$ cat src/rtl/muldiv_pkg.sv
`default_nettype none
// ============================================================================
//  Package     : muldiv_pkg
//  Description : Shared types for the EX-stage multiply/divide scheduler.
//                muldiv_op_t encodes the req_op field; sched_state_t is the
//                scheduler FSM state.
//  Revision    : 1.0  initial release
// ============================================================================
package muldiv_pkg;

    typedef enum logic [1:0] {
        OP_MULT  = 2'b00,
        OP_MULTU = 2'b01,
        OP_DIV   = 2'b10,
        OP_DIVU  = 2'b11
    } muldiv_op_t;

    typedef enum logic [1:0] {
        ST_IDLE    = 2'b00,
        ST_MUL_RUN = 2'b01,
        ST_DIV_RUN = 2'b10,
        ST_DONE    = 2'b11
    } sched_state_t;

    // Divide ops have the upper opcode bit set.
    function automatic logic op_is_div(input muldiv_op_t op);
        return op[1];
    endfunction

endpackage
`default_nettype wire

$ cat src/rtl/muldiv_sched.sv
`default_nettype none
// ============================================================================
//  Module      : muldiv_sched
//  Description : Sequences the shared multiply/divide units for EX-stage
//                MULT/MULTU/DIV/DIVU. Latches operands, drives a level
//                start/ready handshake, stalls EX while a unit is running,
//                holds the {hi,lo} result while the pipeline is stalled and
//                issues exactly one HI/LO write per instruction.
//  Ports       : clk, rst (async, active-high)
//                req_valid/req_op/src_a/src_b  - EX request
//                stall_in, flush               - pipeline control
//                unit_a/unit_b/unit_signed/unit_flush - shared unit operands
//                mul_start/mul_ready/mul_result - multiplier handshake
//                div_start/div_ready/div_result - divider handshake
//                busy_stall   - stall request to hazard unit
//                res_valid/res/hilo_we - result and HI/LO write strobe
//                timeout_err  - sticky abort flag
//  Revision    : 1.0  initial release
// ============================================================================
module muldiv_sched #(
    parameter int W       = 32,
    parameter int TIMEOUT = 64
) (
    input  logic           clk,
    input  logic           rst,
    input  logic           req_valid,
    input  logic [1:0]     req_op,
    input  logic [W-1:0]   src_a,
    input  logic [W-1:0]   src_b,
    input  logic           stall_in,
    input  logic           flush,
    output logic [W-1:0]   unit_a,
    output logic [W-1:0]   unit_b,
    output logic           unit_signed,
    output logic           unit_flush,
    output logic           mul_start,
    input  logic           mul_ready,
    input  logic [2*W-1:0] mul_result,
    output logic           div_start,
    input  logic           div_ready,
    input  logic [2*W-1:0] div_result,
    output logic           busy_stall,
    output logic           res_valid,
    output logic [2*W-1:0] res,
    output logic           hilo_we,
    output logic           timeout_err
);
    import muldiv_pkg::*;

    localparam int             CW       = $clog2(TIMEOUT);
    localparam logic [CW-1:0]  CNT_LAST = CW'(TIMEOUT - 1);

    sched_state_t  state;
    sched_state_t  state_next;
    logic [CW-1:0] run_cnt;
    muldiv_op_t    req_kind;
    logic          in_run;
    logic          accept;
    logic          div_by_zero;
    logic          unit_ready;
    logic          timeout_hit;

    assign req_kind    = muldiv_op_t'(req_op);
    assign in_run      = (state == ST_MUL_RUN) || (state == ST_DIV_RUN);
    assign accept      = (state == ST_IDLE) && req_valid && !flush;
    assign div_by_zero = op_is_div(req_kind) && (src_b == '0);

    // Only the unit that owns the current RUN state may complete it.
    assign unit_ready  = ((state == ST_MUL_RUN) && mul_ready) ||
                         ((state == ST_DIV_RUN) && div_ready);
    assign timeout_hit = in_run && !unit_ready && (run_cnt == CNT_LAST);

    // ------------------------------------------------------------------
    // Next-state logic. Flush has priority over ready and timeout.
    // ------------------------------------------------------------------
    always_comb begin
        state_next = state;
        case (state)
            ST_IDLE: begin
                if (accept) begin
                    if (div_by_zero)
                        state_next = ST_DONE;
                    else if (op_is_div(req_kind))
                        state_next = ST_DIV_RUN;
                    else
                        state_next = ST_MUL_RUN;
                end
            end
            ST_MUL_RUN, ST_DIV_RUN: begin
                if (flush)
                    state_next = ST_IDLE;
                else if (unit_ready)
                    state_next = ST_DONE;
                else if (timeout_hit)
                    state_next = ST_IDLE;
            end
            ST_DONE: begin
                if (flush || !stall_in)
                    state_next = ST_IDLE;
            end
            default: state_next = ST_IDLE;
        endcase
    end

    always_ff @(posedge clk or posedge rst) begin
        if (rst) begin
            state       <= ST_IDLE;
            mul_start   <= 1'b0;
            div_start   <= 1'b0;
            run_cnt     <= '0;
            unit_a      <= '0;
            unit_b      <= '0;
            unit_signed <= 1'b0;
            res         <= '0;
            timeout_err <= 1'b0;
        end else begin
            state     <= state_next;
            // Starts are registered from the next state so they are high
            // exactly for the cycles spent in the matching RUN state.
            mul_start <= (state_next == ST_MUL_RUN);
            div_start <= (state_next == ST_DIV_RUN);

            // Counter restarts at zero on every RUN entry and on completion.
            if (in_run && (state_next == state))
                run_cnt <= run_cnt + CW'(1);
            else
                run_cnt <= '0;

            if (accept) begin
                unit_a      <= src_a;
                unit_b      <= src_b;
                unit_signed <= ~req_op[0];
            end

            // Divide by zero bypasses the unit: {remainder, quotient}.
            if (accept && div_by_zero)
                res <= {src_a, {W{1'b1}}};
            else if ((state == ST_MUL_RUN) && mul_ready && !flush)
                res <= mul_result;
            else if ((state == ST_DIV_RUN) && div_ready && !flush)
                res <= div_result;

            if (timeout_hit && !flush)
                timeout_err <= 1'b1;
        end
    end

    assign busy_stall = accept || in_run;
    assign res_valid  = (state == ST_DONE);
    assign hilo_we    = (state == ST_DONE) && !stall_in && !flush;
    assign unit_flush = flush;

endmodule
`default_nettype wire

$ cat config.mk
export PLATFORM = sky130hd
export DESIGN_NAME = muldiv_sched
export DESIGN_NICKNAME = d
export VERILOG_FILES = /design/src/rtl/muldiv_pkg.sv /design/src/rtl/muldiv_sched.sv
export SDC_FILE = /design/constraint.sdc
export NUM_CORES = 1
export LEC_CHECK = 0
export ABC_AREA = 0
export CORE_ASPECT_RATIO = 0.6
export CORE_MARGIN = 5
export CORE_UTILIZATION = 50
export CTS_CLUSTER_DIAMETER = 100
export DETAILED_ROUTE_END_ITERATION = 12
export DONT_BUFFER_PORTS = 1
export GPL_ROUTABILITY_DRIVEN = 0
export PLACE_DENSITY = 0.64
export SETUP_SLACK_MARGIN = 0.5
export SLEW_MARGIN = 10
export SYNTH_ARGS = -nofsm -noshare
export SYNTH_HDL_FRONTEND = slang
export SYNTH_SLANG_ARGS = --single-unit
$ cat constraint.sdc
create_clock -name clk -period 4.44 [get_ports clk]
set_input_delay 0.222 -clock clk [delete_from_list [all_inputs] [get_ports clk]]
set_output_delay 0.222 -clock clk [all_outputs]
set_load 0.1 [all_outputs]
==> flow_metrics.py <==
metrics = {
    "logic_synthesis": {
        "synth_fa_ha_area_frac": 0.00943,
        "synth-xor-area-share": 0.00528,
        "synth_top_family_by_area": "simple AND/OR/NAND/NOR gates",
        "synth-compound-area-share": 0.111,
        "synthArstFlopShare": 1.00,
        "synth_seq_cells": 140,
        "synth_warnings": 0,
        "synth_ff_type": "dfrtp_1",
        "synth-seq-area-share": 0.528,
        "synth_edf_count": 0,
        "syn_nets": 938,
        "netlist-cell-type-count": 49,
        "yosys.area_share.simple": 0.239,
        "ys_top_cells_by_area": "dfrtp_1, nand2_1, mux2_4",
        "synth_mux_area_frac": 0.0690,
        "syn_inst": 732,
        "yosysTopAreaCellShare": 0.528,
        "synth_commonest_cells": "nand2_1, dfrtp_1, nor2_1, a31oi_1, clkbuf_1",
        "synth_most_common_cell": "nand2_1",
        "synth_area_per_cell_um2": 9.06,
        "synth_area_um2": 6630,
        "yosys.area.top_type": "dfrtp_1",
    },
    "clocking": {
        "cts_buffers": 17,
        "postCtsSetupBuffers": 0,
        "cts_resized": 0,
        "cts.sinks": 140,
        "clkTransAtPathRegs_ps": 70,
        "clockBufferDepth": 2,
        "cts_tree": "yes",
        "postCtsHoldBufs": 67,
        "clock_latency_ps": 420,
        "root_buffer": "clkbuf_16",
        "htreeDepth": 4,
    },
    "floorplan": {
        "die_h_um": 99.2,
        "core-area_um2": 12900,
        "die-area_um2": 15700,
        "initial_core_util": 0.513,
        "rows": 32,
        "pin_count": 337,
        "die_x_um": 159,
    },
    "timing": {
        "fin_skew_ps": 15.2,
        "fmax_mhz": 333,
        "slew_headroom": 0.275,
        "worst_pin_slew_ps": 1080,
        "finalMaxSlewViolations": 0,
        "setup_viol_count_final": 0,
        "post-route-period-util": 0.677,
        "hold_viol": 0,
        "fin_crit_ps": 3010,
        "fin_tns_setup_ps": 0,
        "rsz0062_at_grt": "false",
    },
    "layout": {
        "num_antenna_cells": 0,
        "areaGrowthSynthToFinish_pct": 20.2,
        "final_nets": 981,
        "drive_above_1_share": 0.107,
        "fillCellCount": 1062,
    },
    "hold_path": {
        "min_path_type": "in2reg",
    },
    "routing": {
        "drc": 0,
        "first_pass_iters": 5,
        "viasPerCell": 5.85,
        "ant_nets": 0,
        "drt-initial-drc-count": 511,
        "wl_per_cell_um": 21.3,
        "wl_um": 20400,
        "vias": 5603,
    },
    "setup_path": {
        "r2r_cells": 8,
        "r2r_setup_slack_ps": 1750,
        "reg2reg_from": "state[0]",
        "end_kind": "output port",
        "startpoint": "state[0]",
        "worstPathArrival_ps": 2780,
        "worst_setup_path_start_kind": "register",
        "crit_type": "reg2out",
        "cp.required_ps": 4220,
        "endpoint": "busy_stall",
        "path_max_fanout": 67,
        "r2r_end": "run_cnt[2]",
    },
    "global_routing": {
        "grt_max_degree": 115,
        "grt_pass1_vias": 5699,
        "grt_first_pass_wirelength_um": 31900,
        "grt_usage": 0.252,
        "overflow": 0,
        "antenna_found_initial": 0,
    },
    "place": {
        "portBuffers": 0,
        "dp_hpwl_um": 14000,
    },
    "flow_run": {
        "cap_violations": 0,
    },
    "run_status": {
        "status": "complete, no violations",
    },
}
==> registers in the layout (all words and copies together), names as in the netlist <==
| name | count |
|---|---|
| div_start | 1 |
| mul_start | 1 |
| res | 64 |
| run_cnt | 6 |
| state | 2 |
| timeout_err | 1 |
| unit_a | 32 |
| unit_b | 32 |
| unit_signed | 1 |
==> final cells by class <==
class                   instances  area (um2)  share of cell area
clock inverters                15         150              0.0188
repair buffers                 74         753              0.0945
inverters                       6        26.3             0.00330
flip-flops and latches        140        3500               0.439
multi-input cells             536        2900               0.364
clock buffers                  17         425              0.0534
well taps                     170         213              0.0267
==> kinds of logic (layout without fill, tap and decap cells) <==
logic type      Yosys count  after routing
simple gates            394            394
mux                      32             32
flops                   140            140
fa+ha+maj                 5              5
compound gates          101            101
buf+inv                  56            112
xor+xnor                  4              4
==> per-stage QoR <==
stage / worst slack [ps] / hold slack [ps] / instance area (um2) / utilization / cells
finish: 1430 / 18.3 / 7970 / 0.617 / 958
global route: 1280 / 31.6 / 7970 / 0.617 / 958
CTS: 1450 / 1.63 / 7970 / 0.617 / 958
detailed placement: 1770 / 192 / 6730 / 0.520 / 859
global placement: 1880 / 186 / 6730 / 0.520 / 859
floorplan: 599 / 327 / 6640 / - / 732
==> worst min-delay path by stage <==
stage,startpoint,endpoint,slack (ps),cells past startpoint
final,div_result[31],res[31],20,2
after global routing,div_result[15],res[15],30,2
after CTS,div_result[31],res[31],2,2
after detailed placement,rst,res[17],190,1
after global placement,rst,res[17],190,1
after floorplan,src_a[0],unit_a[0],330,2
==> metal layers <==
layer	global-route usage	vias up	share of wire
met5	0	-	0
met3	0.104	34	0.10
li1	-	2547	-
met2	0.406	260	0.49
met1	0.312	2762	0.39
met4	0.0826	0	0.018
==> placed cells by master, fill, tap and decap left out, types with 7 or more instances in the layout <==
cell,count
nand2_1,295
clkbuf_16,18
inv_6,7
dlygate4sd3_1,67
o22a_1,19
o311ai_0,7
a31oi_1,33
mux2_4,26
o22ai_1,19
nor4_1,7
dfrtp_1,140
nor2_1,62
==> worst max-delay path, cell delays in order, from the launching register on <==
cell	delay [ps]
dfrtp_1	480
inv_1	150
ha_1	280
and3b_2	260
buf_4	600
or2_2	580
Power is not shown: default switching activity piles up to over one toggle a cycle in this logic, so the estimate is an artifact.
